`config.mk`:
```
export PLATFORM = sky130hd
export DESIGN_NAME = route_chain_emitter
export DESIGN_NICKNAME = d
export VERILOG_FILES = /design/src/rtl/route_chain_emitter.sv
export SDC_FILE = /design/constraint.sdc
export NUM_CORES = 1
export LEC_CHECK = 0
export ABC_AREA = 1
export CORE_ASPECT_RATIO = 1.2
export CORE_MARGIN = 1
export CORE_UTILIZATION = 45
export CTS_CLUSTER_DIAMETER = 150
export DETAILED_ROUTE_END_ITERATION = 10
export PLACE_DENSITY = 0.64
export SYNTH_ARGS = -nofsm -noshare
export SYNTH_HDL_FRONTEND = slang
export SYNTH_SLANG_ARGS = --single-unit
```
`constraint.sdc`:
```
create_clock -name CLK -period 127.2 [get_ports CLK]
set_input_delay 19.08 -clock CLK [delete_from_list [all_inputs] [get_ports CLK]]
set_output_delay 19.08 -clock CLK [all_outputs]
set_load 0.02 [all_outputs]
```
`src/rtl/route_chain_emitter.sv`:
```
// Route chain emitter: stacks the backward-pass edges of a shortest-path search, then replays
// them start-to-end as an ordered node chain over a valid/ready stream.
module route_chain_emitter #(
    parameter int unsigned NODES     = 65,
    parameter int unsigned EDGES     = 1034,
    parameter int unsigned MAX_LEVEL = 10,
    parameter int unsigned NODE_W    = 7,
    parameter int unsigned EDGE_W    = 11
) (
    input  logic              CLK,
    input  logic              RST_n,
    input  logic              search_start,
    input  logic [NODE_W-1:0] start_point,
    input  logic [NODE_W-1:0] end_point,
    input  logic              edge_valid,
    input  logic [EDGE_W-1:0] edge_idx,
    input  logic [NODES-1:0]  edge_line,
    input  logic              search_done,
    input  logic              search_fail,
    output logic              edge_full,
    output logic              node_valid,
    input  logic              node_ready,
    output logic [NODE_W-1:0] node_id,
    output logic [EDGE_W-1:0] edge_id_out,
    output logic              node_last,
    output logic              busy,
    output logic              err,
    output logic [1:0]        err_code
);

    localparam int unsigned SP_W  = $clog2(MAX_LEVEL + 1);
    localparam int unsigned CNT_W = $clog2(NODES + 1);

    localparam logic [1:0] ERR_OVERFLOW  = 2'd1;
    localparam logic [1:0] ERR_BAD_CHAIN = 2'd2;
    localparam logic [1:0] ERR_NO_PATH   = 2'd3;

    if (EDGES > (2 ** EDGE_W)) begin : g_bad_edge_w
        $error("EDGE_W too narrow for EDGES");
    end

    typedef enum logic [2:0] {StIdle, StCollect, StEmit, StLoad, StDone, StErr} state_e;

    state_e            state_q;
    logic [SP_W-1:0]   sp_q;
    logic [NODE_W-1:0] cur_q;
    logic [NODE_W-1:0] start_q;
    logic [NODE_W-1:0] end_q;
    logic              node_valid_q;
    logic [NODE_W-1:0] node_id_q;
    logic [EDGE_W-1:0] edge_id_q;
    logic              node_last_q;
    logic              err_q;
    logic [1:0]        err_code_q;

    logic [EDGE_W-1:0] stack_idx  [MAX_LEVEL];
    logic [NODES-1:0]  stack_line [MAX_LEVEL];

    logic              sp_full;
    logic              push_en;
    logic [SP_W-1:0]   top_ptr;
    logic [NODES-1:0]  top_line;
    logic [NODES-1:0]  cur_mask;
    logic [NODES-1:0]  other_line;
    logic [CNT_W-1:0]  line_cnt;
    logic [NODE_W-1:0] enc_other;
    logic              enc_found;
    logic              bad_chain;

    assign sp_full = (sp_q == SP_W'(MAX_LEVEL));
    assign push_en = !search_start && (state_q == StCollect) && edge_valid && !search_fail &&
                     !sp_full;

    always_ff @(posedge CLK) begin
        if (push_en) begin
            stack_idx[sp_q]  <= edge_idx;
            stack_line[sp_q] <= edge_line;
        end
    end

    assign top_ptr    = sp_q - SP_W'(1);
    assign top_line   = stack_line[top_ptr];
    // An out-of-range cur shifts to an empty mask, which then fails the touch check.
    assign cur_mask   = NODES'(1) << cur_q;
    assign other_line = top_line & ~cur_mask;

    always_comb begin
        line_cnt  = '0;
        enc_other = '0;
        enc_found = 1'b0;
        for (int unsigned i = 0; i < NODES; i++) begin
            if (top_line[i]) line_cnt = line_cnt + CNT_W'(1);
            if (other_line[i] && !enc_found) begin
                enc_other = NODE_W'(i);
                enc_found = 1'b1;
            end
        end
    end

    assign bad_chain = (line_cnt != CNT_W'(2)) || ((top_line & cur_mask) == '0) ||
                       ((sp_q == SP_W'(1)) && (enc_other != end_q));

    always_ff @(posedge CLK) begin
        if (!RST_n) begin
            state_q      <= StIdle;
            sp_q         <= '0;
            cur_q        <= '0;
            start_q      <= '0;
            end_q        <= '0;
            node_valid_q <= 1'b0;
            node_id_q    <= '0;
            edge_id_q    <= '0;
            node_last_q  <= 1'b0;
            err_q        <= 1'b0;
            err_code_q   <= '0;
        end else if (search_start) begin
            state_q      <= StCollect;
            sp_q         <= '0;
            start_q      <= start_point;
            end_q        <= end_point;
            node_valid_q <= 1'b0;
            err_q        <= 1'b0;
            err_code_q   <= '0;
        end else begin
            case (state_q)
                StCollect: begin
                    if (search_fail) begin
                        state_q    <= StErr;
                        err_q      <= 1'b1;
                        err_code_q <= ERR_NO_PATH;
                    end else if (edge_valid && sp_full) begin
                        state_q    <= StErr;
                        err_q      <= 1'b1;
                        err_code_q <= ERR_OVERFLOW;
                    end else begin
                        if (edge_valid) sp_q <= sp_q + SP_W'(1);
                        // Emptiness is judged after the same-cycle push.
                        if (search_done) begin
                            if (!edge_valid && (sp_q == '0) && (start_q != end_q)) begin
                                state_q    <= StErr;
                                err_q      <= 1'b1;
                                err_code_q <= ERR_BAD_CHAIN;
                            end else begin
                                node_id_q    <= start_q;
                                edge_id_q    <= '0;
                                node_last_q  <= !edge_valid && (sp_q == '0);
                                node_valid_q <= 1'b1;
                                state_q      <= StEmit;
                            end
                        end
                    end
                end
                StEmit: begin
                    if (node_ready) begin
                        cur_q        <= node_id_q;
                        node_valid_q <= 1'b0;
                        state_q      <= node_last_q ? StDone : StLoad;
                    end
                end
                StLoad: begin
                    if (bad_chain) begin
                        state_q    <= StErr;
                        err_q      <= 1'b1;
                        err_code_q <= ERR_BAD_CHAIN;
                    end else begin
                        node_id_q    <= enc_other;
                        edge_id_q    <= stack_idx[top_ptr];
                        node_last_q  <= (sp_q == SP_W'(1));
                        sp_q         <= top_ptr;
                        node_valid_q <= 1'b1;
                        state_q      <= StEmit;
                    end
                end
                default: ;
            endcase
        end
    end

    assign edge_full   = sp_full;
    assign node_valid  = node_valid_q;
    assign node_id     = node_id_q;
    assign edge_id_out = edge_id_q;
    assign node_last   = node_last_q;
    assign busy        = (state_q == StCollect) || (state_q == StEmit) || (state_q == StLoad);
    assign err         = err_q;
    assign err_code    = err_code_q;

endmodule

```
# Word level (Yosys, flattened, before mapping)

Memories as Yosys holds them, arrays and structs flattened.
Index checks and enable logic that the tools add are counted.

Bits in registers: 51
Bits in writable memories: 760
Logic and storage cells: 509
Memories: 2

Add/sub/neg operators: 66
Eq/ne operators: 20
Shift-type cells: 1
Multiplexer cells: 246
Bitwise operators: 5
Reduce and logical (&&, ||, !) cells: 157

Memory list:

| memory     | depth | bits a word | read ports | clocked after Yosys merged registers in | wr ports | line | text |
|---|---|---|---|---|---|---|---|
| stack_line | 10    | 65          | 1          | 0                                       | 1        | 57   | `logic [NODES-1:0] stack_line [MAX_LEVEL];` |
| stack_idx  | 10    | 11          | 1          | 0                                       | 1        | 56   | `logic [EDGE_W-1:0] stack_idx [MAX_LEVEL];` |

Operators with widths:

| kind                                                                   | number |
|---|---|
| 7-bit 2-to-1 mux                                                       | 132 |
| 7-bit by 1-bit adder with 7-bit output (second input constant)         | 64 |
| 65-bit bitwise AND                                                     | 2 |
| 1-bit 2-to-1 mux                                                       | 85 |
| 1-bit logical AND                                                      | 72 |
| 1-bit logical NOT                                                      | 68 |
| 65-bit logical NOT                                                     | 1 |
| 65-bit inverter                                                        | 1 |
| 1-bit by 7-bit left shift with 65-bit output (first input constant)    | 1 |
| 11-bit 2-to-1 mux                                                      | 5 |
| 11-bit case mux with 2 select lines                                    | 1 |
| 3-bit 2-to-1 mux                                                       | 7 |
| 4-bit 2-to-1 mux                                                       | 4 |
| 2-bit != test (second input constant)                                  | 8 |
| 7-bit != test                                                          | 2 |
| 7-bit case mux with 2 select lines                                     | 1 |
| 7-bit AND reduction                                                    | 2 |
| 2-bit 2-to-1 mux                                                       | 5 |
| 3-bit case mux with 3 select lines                                     | 1 |
| 3-bit AND reduction                                                    | 3 |
| 4-bit case mux with 2 select lines                                     | 1 |
| 7-bit by 2-bit != test with 1-bit output (second input constant)       | 1 |
| 3-bit by 2-bit equality test with 1-bit output (second input constant) | 2 |
| 5-bit by 4-bit != test with 1-bit output (second input constant)       | 1 |
| 20 further kinds                                                       | 25 |

# Logic depth before layout (Yosys ltp)

Depth in word-level cells: 202
Mapped depth: 262
Mapped depth without buffers: 226

# Worst setup path before layout

OpenSTA, ideal clock, no wires.

Path type: register -> register
Start: register sp_q[0]
End: register node_id_q[5] (netlist: node_id[5])
Arrival: 40697 ps
Required time: 127138 ps
Slack: 86441 ps
Stages on the path, launching flop included: 261
Path buffers: 38
Period minus slack after synthesis: 40759 ps
Cells stage by stage: dfxtp_1 inv_4 buf_2 buf_2 buf_2 buf_1 buf_1 buf_2 buf_2 buf_1 buf_1 buf_2 buf_1 buf_2 buf_1 buf_2 buf_2 buf_1 [... 225 more ...] nand2_1 o21ai_0 ha_1 nand2_1 nor2_1 nand2_2 nor2_2 inv_1 nand2_2 nand2_2 nor2_4 nand2_4 nand2_8 nand3_4 buf_12 nand2_2 inv_2 nor2_2

Cells in the longest elaborated chain, start to end: 201
Elaborated cells between the ends (all ways): 407
Classes of those cells: 65 x add/sub; 7 x eq/ne; 195 x mux; 2 x bitwise; 137 x reduce/logical; 1 x memory

Ends and longest elaborated chain:

| what                                                                              | line | text |
|---|---|---|
| start, declared                                                                   | 45   | `logic [SP_W-1:0] sp_q;` |
| start signal, assigned                                                            | 136  | `if (edge_valid) sp_q <= sp_q + SP_W'(1);` |
| start signal, assigned                                                            | 169  | `sp_q <= top_ptr;` |
| parallel branches: the longest is 201 deep, another holds memory read 10 x 65 bit | -    |  |
| end signal, assigned                                                              | 144  | `node_id_q <= start_q;` |
| end signal, assigned                                                              | 166  | `node_id_q <= enc_other;` |
| end, declared                                                                     | 50   | `logic [NODE_W-1:0] node_id_q;` |

Parallel ways; which one is timed is not known. The select of a mux whose other input is x is not followed.
A chain may end at the register's enable or synchronous reset.

# Final worst setup path

Start: register sp_q[0]
End: register edge_id_q[10] (netlist: edge_id_out[10])

Cells in the longest elaborated chain, start to end: 201
Elaborated cells between the ends (all ways): 408
Classes of those cells: 65 x add/sub; 7 x eq/ne; 195 x mux; 2 x bitwise; 137 x reduce/logical; 2 x memory

Ends and longest elaborated chain:

| what                                                                              | line | text |
|---|---|---|
| parallel branches: the longest is 201 deep, another holds memory read 10 x 65 bit | -    |  |
| end signal, assigned                                                              | 167  | `edge_id_q <= stack_idx[top_ptr];` |
| end, declared                                                                     | 51   | `logic [EDGE_W-1:0] edge_id_q;` |

Parallel ways; which one is timed is not known. The select of a mux whose other input is x is not followed.

==> results.cfg <==
[timing]
maxSlewViolCount = 0
timing.setup.tns_ns = 0
fmaxAchievable_mhz = 27.4
hold_viol = 0
timing.final.crit_share_pct = 28.7
unrepaired_setup_endpoints_after_global_routing = false
finalSetupViolations = 0
worst_clock_skew_ns = 0.0246
tightestPinTransition_ns = 0.987
fin_crit_ns = 36.53
setup_ws_ns = 90.67
maxSlewHeadroom_pct = 34.1
fin_hold_ws_ns = 0.493

[clocking]
clock_transition_time_at_the_flip_flop_clock_pins_of_the_worst_setup_and_hold_paths_ns = 0.07
cts_htree_levels = 3
clockRootBuffer = sky130_fd_sc_hd__clkbuf_16
cts.repair.resized = 0
ctsHoldBuffers = 0
tritoncts_clock_tree = yes
cts_setup_buffers = 0
cts_num_sinks = 811
numCtsBuffers = 76
clock_buffer_depth = 3
clk_latency_ns = 0.64

[finish]
multi_input_area_um2 = 18800
final_nets = 5425
fraction_of_layout_instances_using_a_drive_strength_above_1_pct = 12.3
seq_area_um2 = 23800
flow.area_growth_from_synthesis_pct = 11.0
fill_cells = 9328
antenna-diode-count = 0

[setup_path]
end_kind = flop
critical_path.max_stage_delay_ns = 0.78
critical_path.reg2reg.startpoint = sp_q[0]
sum_of_buffers_and_inverters_on_the_critical_path = 21
reg2reg_slack_ns = 90.67
crit_slowest_cell = sky130_fd_sc_hd__dfxtp_4
crit_path_start_kind = flop
critPathMaxFanout = 99
critPathLaunch = sp_q[0]
critical_path_class = reg -> reg
worstPathRequired_ns = 127.77
cp.arrival_ns = 37.09
timing.critical_path.depth = 223
timing.reg2reg.worst_path_depth = 223
worst_setup_path_endpoint = edge_id_out[10]
crit-reg2reg-capture = edge_id_out[10]
critical-path-top-delay-family = adder cells
cp_dominant_cell_by_count = sky130_fd_sc_hd__nand2_1

[synth]
mapped_avg_cell_area_um2 = 8.79
synthesis.yosys.warnings = 0
synth_common_cells = sky130_fd_sc_hd__nand2_1 (1213), sky130_fd_sc_hd__edfxtp_1 (760), sky130_fd_sc_hd__inv_1 (565)
synthesis.area_um2 = 45600
yosysTopAreaCell = sky130_fd_sc_hd__edfxtp_1
synth-async-reset-ratio_pct = 0
yosys-top-cells-area = sky130_fd_sc_hd__edfxtp_1 (50%), sky130_fd_sc_hd__nand2_1 (10%), sky130_fd_sc_hd__nand3_1 (5.1%)
yosys.area.top_type_share_pct = 50.0
ys_ff_latch = 811
synth_flop_cell = sky130_fd_sc_hd__edfxtp_1
syn-num-nets = 5358
synth-edff-count = 760
yosys.cell_count.top_type = sky130_fd_sc_hd__nand2_1
post_synth_num_cell_types = 66
syn_inst = 5194
seq_area_frac_synth_pct = 52.2

[die]
ios = 122
core_area_um2 = 100000
effective_utilization_at_floorplan_pct = 45.5
die_h_um = 351
floorplan.die.width_um = 293
rows = 127
die_area_um2 = 103000

[global_route]
grt_first_pass_wirelength_mm = 190
global_route_usage_over_all_layers_pct = 23.6
pin_count_of_the_biggest_net_entering_global_routing = 142
grt_antenna_before_repair = 4
via_count_of_the_first_global_routing_pass = 34000
globalRoute.totalOverflow = 0

[route]
finalWirelength_mm = 123
via_to_cell_ratio = 5.42
detailedRoute.firstIterationViolations = 2839
drcViolationCount = 0
avgRoutedWirePerCell_um = 18.4
ant_nets = 0
detail_route.first_pass.iterations = 6
route.vias.total = 36200

[place]
hpwl_mm = 80.7
place_worst_setup_slack_ns = 90.66
port_buffers = 121
routabilityCongestion = 0.962

[hold_path]
worst_hold_path_type = reg -> reg

[job]
maxCapViolCount = 0

[run_status]
status = finished, final reports clean
-- logic make-up (layout without fill, tap and decap cells) --
| family | Yosys count | after routing | synth area share [%] |
|---|---|---|---|
| compound gates | 667 | 667 | 8.94 |
| xor+xnor | 11 | 11 | 0.211 |
| fa+ha+maj | 67 | 67 | 1.84 |
| buf+inv | 770 | 896 | 6.74 |
| flops | 811 | 811 | 52.2 |
| mux | 3 | 3 | 0.0658 |
| simple gates | 2865 | 2865 | 30.0 |
-- stage by stage --
stage	std cells	util (%)	instance area [um^2]
2_1_floorplan	5194	-	45600
3_5_place_dp	6537	48.1	48200
5_1_grt	6674	50.5	50700
3_3_place_gp	6537	48.1	48200
6_report	6674	50.5	50700
4_1_cts	6674	50.5	50700
-- routing by layer --
layer / wire, um / track usage (%) / vias to the layer above
met1: 52600 / 30.8 / 17000
met4: 3510 / 7.87 / 6
met2: 58600 / 40.2 / 1123
li1: - / - / 17900
met3: 8220 / 3.20 / 201
met5: 32 / 0 / -
-- worst reg2reg max path, delay by kind of cell, from the launching register on --
kind / cells / cell delay (ns)
AOI/OAI and AO/OA: 6 / 0.81
adders and majority gates: 62 / 17.03
buffers and inverters: 21 / 2.92
DFF: 1 / 0.78
and+or+nand+nor: 134 / 14.93
-- layout by cell type, fill, tap and decap left out, types with 121 or more instances in the layout --
| cell | count |
|---|---|
| sky130_fd_sc_hd__a21oi_1 | 317 |
| sky130_fd_sc_hd__a221oi_1 | 134 |
| sky130_fd_sc_hd__clkdlybuf4s50_1 | 121 |
| sky130_fd_sc_hd__edfxtp_1 | 760 |
| sky130_fd_sc_hd__inv_1 | 565 |
| sky130_fd_sc_hd__nand2_1 | 1213 |
| sky130_fd_sc_hd__nand2_2 | 237 |
| sky130_fd_sc_hd__nand3_1 | 466 |
| sky130_fd_sc_hd__nor2_1 | 515 |
| sky130_fd_sc_hd__o21ai_0 | 143 |
-- flip-flops by register name, indices dropped and copies added (netlist names) --
register	count
cur_q	7
edge_id_out	11
end_q	7
err	1
err_code	2
node_id	7
node_last	1
node_valid	1
sp_q	4
stack_idx	110
stack_line	650
start_q	7
state_q	3
-- final cells by class --
cell class / instances / area share [%]
sequential: 811 / 47.0
clock buffer: 96 / 4.06
clock inverter: 41 / 0.847
tap: 1354 / 3.34
inverter: 590 / 4.45
timing repair buffer: 169 / 3.13
multi-input combinational: 3613 / 37.1
-- worst min-delay path by stage --
stage	startpoint	end	cells after the start
2_1_floorplan	start_q[6]	start_q[6]	2
3_3_place_gp	start_q[6]	start_q[6]	2
3_5_place_dp	start_q[6]	start_q[6]	2
4_1_cts	start_q[6]	start_q[6]	2
5_1_grt	start_q[6]	start_q[6]	2
6_report	start_q[6]	start_q[6]	2
Power is not shown: default switching activity piles up to over one toggle a cycle in this logic, so the estimate is an artifact.
